File: src/rtl/uart_pkg.sv
// Shared types and helpers for the serial subsystem (UART TX arbitration, RX dispatch).
package uart_pkg;

  localparam int unsigned UartDataW = 8;

  typedef enum logic [1:0] {
    StIdle = 2'd0,
    StSend = 2'd1,
    StWait = 2'd2,
    StGap  = 2'd3
  } tx_arb_state_e;

  // Width of an index into n requesters; never zero so single-bit ports stay legal.
  function automatic int unsigned rr_idx_w(input int unsigned n);
    return (n > 1) ? $clog2(n) : 1;
  endfunction

endpackage

File: src/rtl/rr_arbiter.sv
// Combinational rotating-priority arbiter: first asserted request at or after ptr_i wins.
module rr_arbiter import uart_pkg::*; #(
  parameter int unsigned NumReq = 4,
  localparam int unsigned IdxW  = rr_idx_w(NumReq)
) (
  input  logic [NumReq-1:0] req_i,
  input  logic [IdxW-1:0]   ptr_i,
  output logic [NumReq-1:0] gnt_o,
  output logic [IdxW-1:0]   gnt_idx_o,
  output logic              any_valid_o
);

  logic [IdxW-1:0] idx;

  always_comb begin
    gnt_o       = '0;
    gnt_idx_o   = '0;
    any_valid_o = 1'b0;
    idx         = '0;
    // Modulo keeps the search inside 0..NumReq-1 for non-power-of-2 counts.
    for (int unsigned off = 0; off < NumReq; off++) begin
      idx = IdxW'((32'(ptr_i) + off) % NumReq);
      if (!any_valid_o && req_i[idx]) begin
        any_valid_o = 1'b1;
        gnt_o[idx]  = 1'b1;
        gnt_idx_o   = idx;
      end
    end
  end

endmodule

File: src/rtl/uart_tx_arbiter.sv
// Round-robin scheduler sharing one UART byte transmitter among NumReq sources,
// with an optional inter-byte idle gap and a watchdog on the transmitter's done pulse.
module uart_tx_arbiter import uart_pkg::*; #(
  parameter int unsigned NumReq        = 4,
  parameter int unsigned DataW         = UartDataW,
  parameter int unsigned GapCycles     = 0,
  parameter int unsigned TimeoutCycles = 4096,
  localparam int unsigned IdxW         = rr_idx_w(NumReq)
) (
  input  logic                    clk_i,
  input  logic                    rst_i,
  input  logic [NumReq-1:0]       req_valid_i,
  input  logic [NumReq*DataW-1:0] req_data_i,
  output logic [NumReq-1:0]       req_ready_o,
  output logic                    tx_en_o,
  output logic [DataW-1:0]        tx_data_o,
  input  logic                    tx_done_i,
  output logic [IdxW-1:0]         grant_id_o,
  output logic                    busy_o,
  output logic                    err_timeout_o
);

  localparam int unsigned TmoW = (TimeoutCycles > 0) ? $clog2(TimeoutCycles + 1) : 1;
  localparam int unsigned GapW = (GapCycles > 0) ? $clog2(GapCycles + 1) : 1;

  tx_arb_state_e     state_q, state_d;
  logic [IdxW-1:0]   ptr_q, ptr_d;
  logic [IdxW-1:0]   grant_id_q, grant_id_d;
  logic [DataW-1:0]  tx_data_q, tx_data_d;
  logic [TmoW-1:0]   tmo_cnt_q, tmo_cnt_d, tmo_inc;
  logic [GapW-1:0]   gap_cnt_q, gap_cnt_d;
  logic              err_q, err_d;
  logic [NumReq-1:0] win_gnt;
  logic [IdxW-1:0]   win_idx;
  logic              any_valid;
  logic              tmo_hit;

  rr_arbiter #(
    .NumReq (NumReq)
  ) u_rr_arbiter (
    .req_i       (req_valid_i),
    .ptr_i       (ptr_q),
    .gnt_o       (win_gnt),
    .gnt_idx_o   (win_idx),
    .any_valid_o (any_valid)
  );

  assign tmo_inc = (tmo_cnt_q == {TmoW{1'b1}}) ? tmo_cnt_q : tmo_cnt_q + TmoW'(1);
  assign tmo_hit = (TimeoutCycles > 0) && (tmo_inc == TmoW'(TimeoutCycles));

  always_comb begin
    state_d    = state_q;
    ptr_d      = ptr_q;
    grant_id_d = grant_id_q;
    tx_data_d  = tx_data_q;
    tmo_cnt_d  = tmo_cnt_q;
    gap_cnt_d  = gap_cnt_q;
    err_d      = 1'b0;
    unique case (state_q)
      StIdle: begin
        if (any_valid) begin
          tx_data_d  = req_data_i[win_idx*DataW +: DataW];
          grant_id_d = win_idx;
          ptr_d      = (win_idx == IdxW'(NumReq - 1)) ? '0 : win_idx + IdxW'(1);
          state_d    = StSend;
        end
      end
      StSend: begin
        tmo_cnt_d = '0;
        state_d   = StWait;
      end
      StWait: begin
        // A done pulse in the same cycle as the watchdog expiring takes priority.
        if (tx_done_i) begin
          if (GapCycles > 0) begin
            gap_cnt_d = GapW'(GapCycles);
            state_d   = StGap;
          end else begin
            state_d = StIdle;
          end
        end else begin
          tmo_cnt_d = tmo_inc;
          if (tmo_hit) begin
            err_d   = 1'b1;
            state_d = StIdle;
          end
        end
      end
      StGap: begin
        if (gap_cnt_q <= GapW'(1)) begin
          state_d = StIdle;
        end else begin
          gap_cnt_d = gap_cnt_q - GapW'(1);
        end
      end
      default: state_d = StIdle;
    endcase
  end

  always_ff @(posedge clk_i) begin
    if (rst_i) begin
      state_q    <= StIdle;
      ptr_q      <= '0;
      grant_id_q <= '0;
      tx_data_q  <= '0;
      tmo_cnt_q  <= '0;
      gap_cnt_q  <= '0;
      err_q      <= 1'b0;
    end else begin
      state_q    <= state_d;
      ptr_q      <= ptr_d;
      grant_id_q <= grant_id_d;
      tx_data_q  <= tx_data_d;
      tmo_cnt_q  <= tmo_cnt_d;
      gap_cnt_q  <= gap_cnt_d;
      err_q      <= err_d;
    end
  end

  // Grant is offered only while idle and never during reset.
  assign req_ready_o   = ((state_q == StIdle) && !rst_i) ? win_gnt : '0;
  assign tx_en_o       = (state_q == StSend);
  assign busy_o        = (state_q != StIdle);
  assign tx_data_o     = tx_data_q;
  assign grant_id_o    = grant_id_q;
  assign err_timeout_o = err_q;

endmodule

File: config.mk
export PLATFORM = sky130hd
export DESIGN_NAME = uart_tx_arbiter
export DESIGN_NICKNAME = d
export VERILOG_FILES = /design/src/rtl/uart_pkg.sv /design/src/rtl/rr_arbiter.sv /design/src/rtl/uart_tx_arbiter.sv
export SDC_FILE = /design/constraint.sdc
export NUM_CORES = 1
export LEC_CHECK = 0
export CORE_MARGIN = 10
export CORE_UTILIZATION = 40
export DETAILED_ROUTE_END_ITERATION = 10
export GPL_ROUTABILITY_DRIVEN = 1
export PLACE_DENSITY = 0.77
export SYNTH_ARGS = -nofsm -noshare
export SYNTH_HDL_FRONTEND = slang
export SYNTH_SLANG_ARGS = --single-unit
File: constraint.sdc
create_clock -name clk_i -period 2.63 [get_ports clk_i]
set_input_delay 0.3945 -clock clk_i [delete_from_list [all_inputs] [get_ports clk_i]]
set_output_delay 0.3945 -clock clk_i [all_outputs]
set_load 0.05 [all_outputs]
======== Word level (Yosys, flattened, before mapping) ========
Cells that the tools add are included.
storage, ports and cells
  bits in registers ....................... 29
  input port bits ......................... 39
  output and inout bits ................... 17
operators by class
  add/sub/neg operators ................... 6
  order comparisons ....................... 9
  equal/unequal tests ..................... 10
  shifts and indexed selects .............. 1
  mux-type cells .......................... 39
  bitwise logic cells ..................... 5
  reductions and logical operators ........ 20
operators by type and width
  cell                     number
  $shiftx A32 B6 Y8        1
  $eq A13 B13 Y1 const B   2
  $mux W13                 2
  $pmux W13 S2             1
  $mux W4                  5
  $mux W2                  9
  $add A13 B1 Y13 const B  1
  $mux W1                  13
  $lt A2 B3 Y1 const B     4
  $or A4 B4 Y4             3
  $bmux W1 S2              4
  $demux W1 S2             4
  $ge A2 B1 Y1 const B     4
  $logic_and A1 B1 Y1      8
  $pmux W2 S4              1
  $eq A2 B2 Y1 const B     3
  $ne A2 B2 Y1 const B     3
  $reduce_and A2 Y1        3
  $add A2 B1 Y2 const B    2
  $add A2 B2 Y2 const B    2
  $logic_not A1 Y1         4
  $reduce_bool A2 Y1       2
  $ne A3 B3 Y1 const B     1
  $reduce_and A3 Y1        1
  other kinds (6)          7

======== Logic depth before layout (Yosys ltp) ========
  depth in word-level cells ............... 14
  gate-level depth with buffers ........... 12

======== Modules after synthesis ========
Synthesis repeated with hierarchy kept, for this count alone.
unflattened totals
  cells, all modules ...................... 261
  area total of the unflattened synthesis .. 2157.1 µm²
by module, submodules not included
  module           instances  cells an instance  area an instance (µm²)  sequential area each (µm²)
  uart_tx_arbiter  1          216                1735.4                  560.5
  rr_arbiter       1          45                 421.7                   0.0

======== Worst setup path before layout ========
No wires, ideal clock.
  kind .................................... register to output
  start point ............................. register ptr_q[0]
  end point ............................... output port req_ready_o[0]
  arrival time ............................ 2.974 ns
  slack ................................... -0.739 ns
  cell stages (with the launch flop) ...... 12
  path through ............................ dfxtp_1 -> buf_2 -> inv_1 -> ha_1 -> clkbuf_2 -> buf_2 -> mux2i_1 -> mux2i_1 -> a21oi_1 -> a22o_1 -> mux2i_1 -> a21oi_1
between the ends
  longest elaborated chain between the ends .. 13
  elaborated cells between the ends (all ways) .. 48
ends and longest elaborated chain
  what                                                                   line                    source
  from (decl)                                                            uart_tx_arbiter.sv:27   logic [IdxW-1:0] ptr_q, ptr_d;
  from (signal assigned)                                                 uart_tx_arbiter.sv:111  ptr_q <= ptr_d;
  parallel branches: the longest is 11 deep, another holds $lt A2 B3 Y1  n/a
  $mux W4 *                                                              rr_arbiter.sv:23        if (!any_valid_o && req_i[idx]) begin
  $mux W4 *                                                              uart_tx_arbiter.sv:121  assign req_ready_o = ((state_q == StIdle) && !rst_i) ? win_gnt : '0;
  to (decl)                                                              uart_tx_arbiter.sv:14   output logic [NumReq-1:0] req_ready_o,
Mark *: on every way between the ends. The select of a mux whose other input is x is not followed.

======== Worst setup path in the final report ========
Ends and elaborated chain as after synthesis.

==> run metrics <==
skew final=~0.002 ns; # H-tree levels=1; first-pass GRT wire length=roughly 12 mm; Mapped Avg Cell Area=7.91 um2; Hold-fix buffers, CTS=0; GPL Wtd Cong=0.890; crit path max fanout=6; Nets=slightly above 400; Clk pin slew, worst setup/hold paths=roughly 0.10 ns; max-cap violations=0; initial antenna violation count=0; largest cells by area after synthesis=dfxtp_1, mux2i_1, nand2_1; Pre-Repair DR Iteration Count=4; Area growth, synth to finish=43.0%; DRC viols=0; required time of the critical path=2.24 ns; Max Transition Viols Final=0; Slew HR=about 63%; TritonCTS Sinks=28; DIE HEIGHT=roughly 96 um; Multi-input gate area=between 1500 and 2000 um2; worst hold slack=approximately 0.50 ns; Initial Utilization=a little over two fifths; vias in the first global route=2409; Mapped Cells=294; vias per cell=between 5 and 6; Lkg Pwr=between 1 and 1.5 nW; Tot GR Track Use=14.9%; sequential share of the synthesized area=between 20 and 25%; standard-cell row count=27; Critical Path AT=between 2 and 2.5 ns; Slowest Stage Delay on Critical Path=around 0.37 ns; DIE WIDTH=slightly below 100 um; WL/cell=16.6 um; Post-DP HPWL=about 5.2 mm; register area=566 um2; #FFs+latches synth=28; total routed wirelength=approximately 7.1 mm; peak supply drop=about 0.36 mV; Post-synth EDFFs=0; pin count of the biggest net entering global routing=27; fraction of layout cells with a size suffix above 1=a little over a fifth; cell accounting for the most synthesized area=dfxtp_1; CTS Buffer Depth=2; clk_lat worst skew=between 0.2 and 0.3 ns; gr ovfl total=0; PortBufs=between 50 and 60; Async S/R FF share, synth=0%; CP cell instances=inv_4 -> ha_4 -> mux2i_4 -> mux2i_4 -> a21oi_4 -> a22o_1 -> mux2i_2 -> a21oi_4 -> buf_12; PwrDens=around 730 nW/um2; top cell type's share of synthesized area=24.1%; Finish-stage setup viols=0; Hold Path Class=reg2reg; Syn Std Cell Area=2330 um2; startpoint types=flop; post-route ant nets=0; top-count cell post-synth=dfxtp_1; Ant. Diodes=0; CTS tree=built; Core Region=roughly 5600 um2; outcome=finished clean; crit path kind=reg2out; top cells by count, synth=dfxtp_1, nand2_1, nor2_1, mux2i_1, a21oi_1; DR iter-0 viols=93; Synthesized Nets=341; num ports=56; CP Capture Type=output port; f_max=0.389 GHz; DIE AREA=just over 9000 um2; RSZ-0062 raised after global routing=true; Filler Cells Inserted=between 500 and 600; fin crit share=97.8%; Unique masters post-synth=58; Ys Warns=0; Tmin final=between 2 and 3 ns; CTS Buf Count=3; CTS root buf=clkbuf_8; TNS Setup=0 ns; worst slew pin tran=about 0.56 ns; routed vias=around 2500; CP max-delay cell=dfxtp_4; final hold vios=0; Top FF cell, synth=dfxtp_1
logic make-up (layout without fill, tap and decap cells):
logic type	count (synthesis)	after routing	share of synthesized area, %
multiplexers	26	26	11.4
buffers and inverters	30	93	6.83
AO/OA/AOI/OAI	75	75	23.0
AND/OR/NAND/NOR	123	123	28.9
flip-flops	28	28	24.1
XOR/XNOR	4	4	1.51
adder cells (fa/ha/maj)	8	8	4.30
timing repair:
item,CTS,global route
buffers inserted,1,3
pin swaps,2,5
setup endpoints to repair,4,11
resized for setup,14,18
critical path: cells and delay by family, from the launching register on:
family,cells,cell delay (ns)
muxes,3,0.67
AOI/OAI and AO/OA,3,0.38
DFF,1,0.37
adders and majority gates,1,0.28
buffers and inverters,2,0.20
registers in the layout (all words and copies together), names as in the netlist:
| name | count |
|---|---|
| tmo_cnt_q | 13 |
| tx_data_o | 8 |
| grant_id_o | 2 |
| ptr_q | 2 |
| state_q | 2 |
| err_timeout_o | 1 |
per-stage QoR:
stage	std cells	utilization [%]	setup WS (ns)	total power [mW]	cell area, um2
finish	429	59.7	0.0568	2.42	3330
global route	429	59.7	-0.0439	2.57	3330
CTS	426	58.1	0.00675	2.34	3240
detailed placement	421	55.9	-0.0840	1.96	3120
global placement	421	55.9	-0.0335	1.94	3120
floorplan	294	-	0.00312	1.53	2410
layer usage:
metal / GRT usage (%) / routed length, um
met1: 19.2 / 3170
met2: 25.1 / 3300
met3: 3.04 / 555
met4: 2.83 / 85
met5: 0 / 0
placed cells by master (no fill, tap or decap), types with 3 or more instances in the layout:
master	synthesis	final
mux2i_4	0	3
o21ai_0	7	6
and4_1	3	3
ha_1	8	7
nand3_1	10	9
nand3b_1	11	11
clkdlybuf4s50_1	0	47
a211o_1	3	3
mux2i_1	23	18
a21oi_4	0	6
or2_2	3	3
inv_1	8	6
buf_12	0	5
nor2_1	26	25
a311oi_1	7	7
a21oi_1	20	14
clkbuf_8	2	4
o221ai_1	8	8
nor3_1	9	8
nor4_1	3	3
nand2_1	27	23
mux2_2	3	3
a31oi_1	5	5
a211oi_1	3	3
and2_1	4	4
nand4_1	4	4
buf_4	0	24
a22o_1	5	5
nand2_2	0	4
dfxtp_1	28	26
nand2b_1	7	7
where the power goes:
part	internal, mW	switching (mW)
clock network	0.134	0.136
registers	0.495	0.0415
logic	0.722	0.892
total	1.35	1.07
layout make-up:
type / count / share of cell area (%)
sequential: 28 / 17.0
inverter: 8 / 1.05
clock buffer: 4 / 1.66
timing repair buffer: 81 / 24.0
tap: 72 / 2.71
multi-input combinational: 236 / 53.6
final timing paths:
check,from,to,slack (ns),cells past startpoint
setup / recovery,ptr_q[0],req_ready_o[0],0.06,9
hold / removal,grant_id_o[0],grant_id_o[0],0.50,2
setup reg to reg,ptr_q[1],tx_data_o[1],0.22,10
hold reg to reg,grant_id_o[0],grant_id_o[0],0.50,2
(Power assumes the default switching activity.)
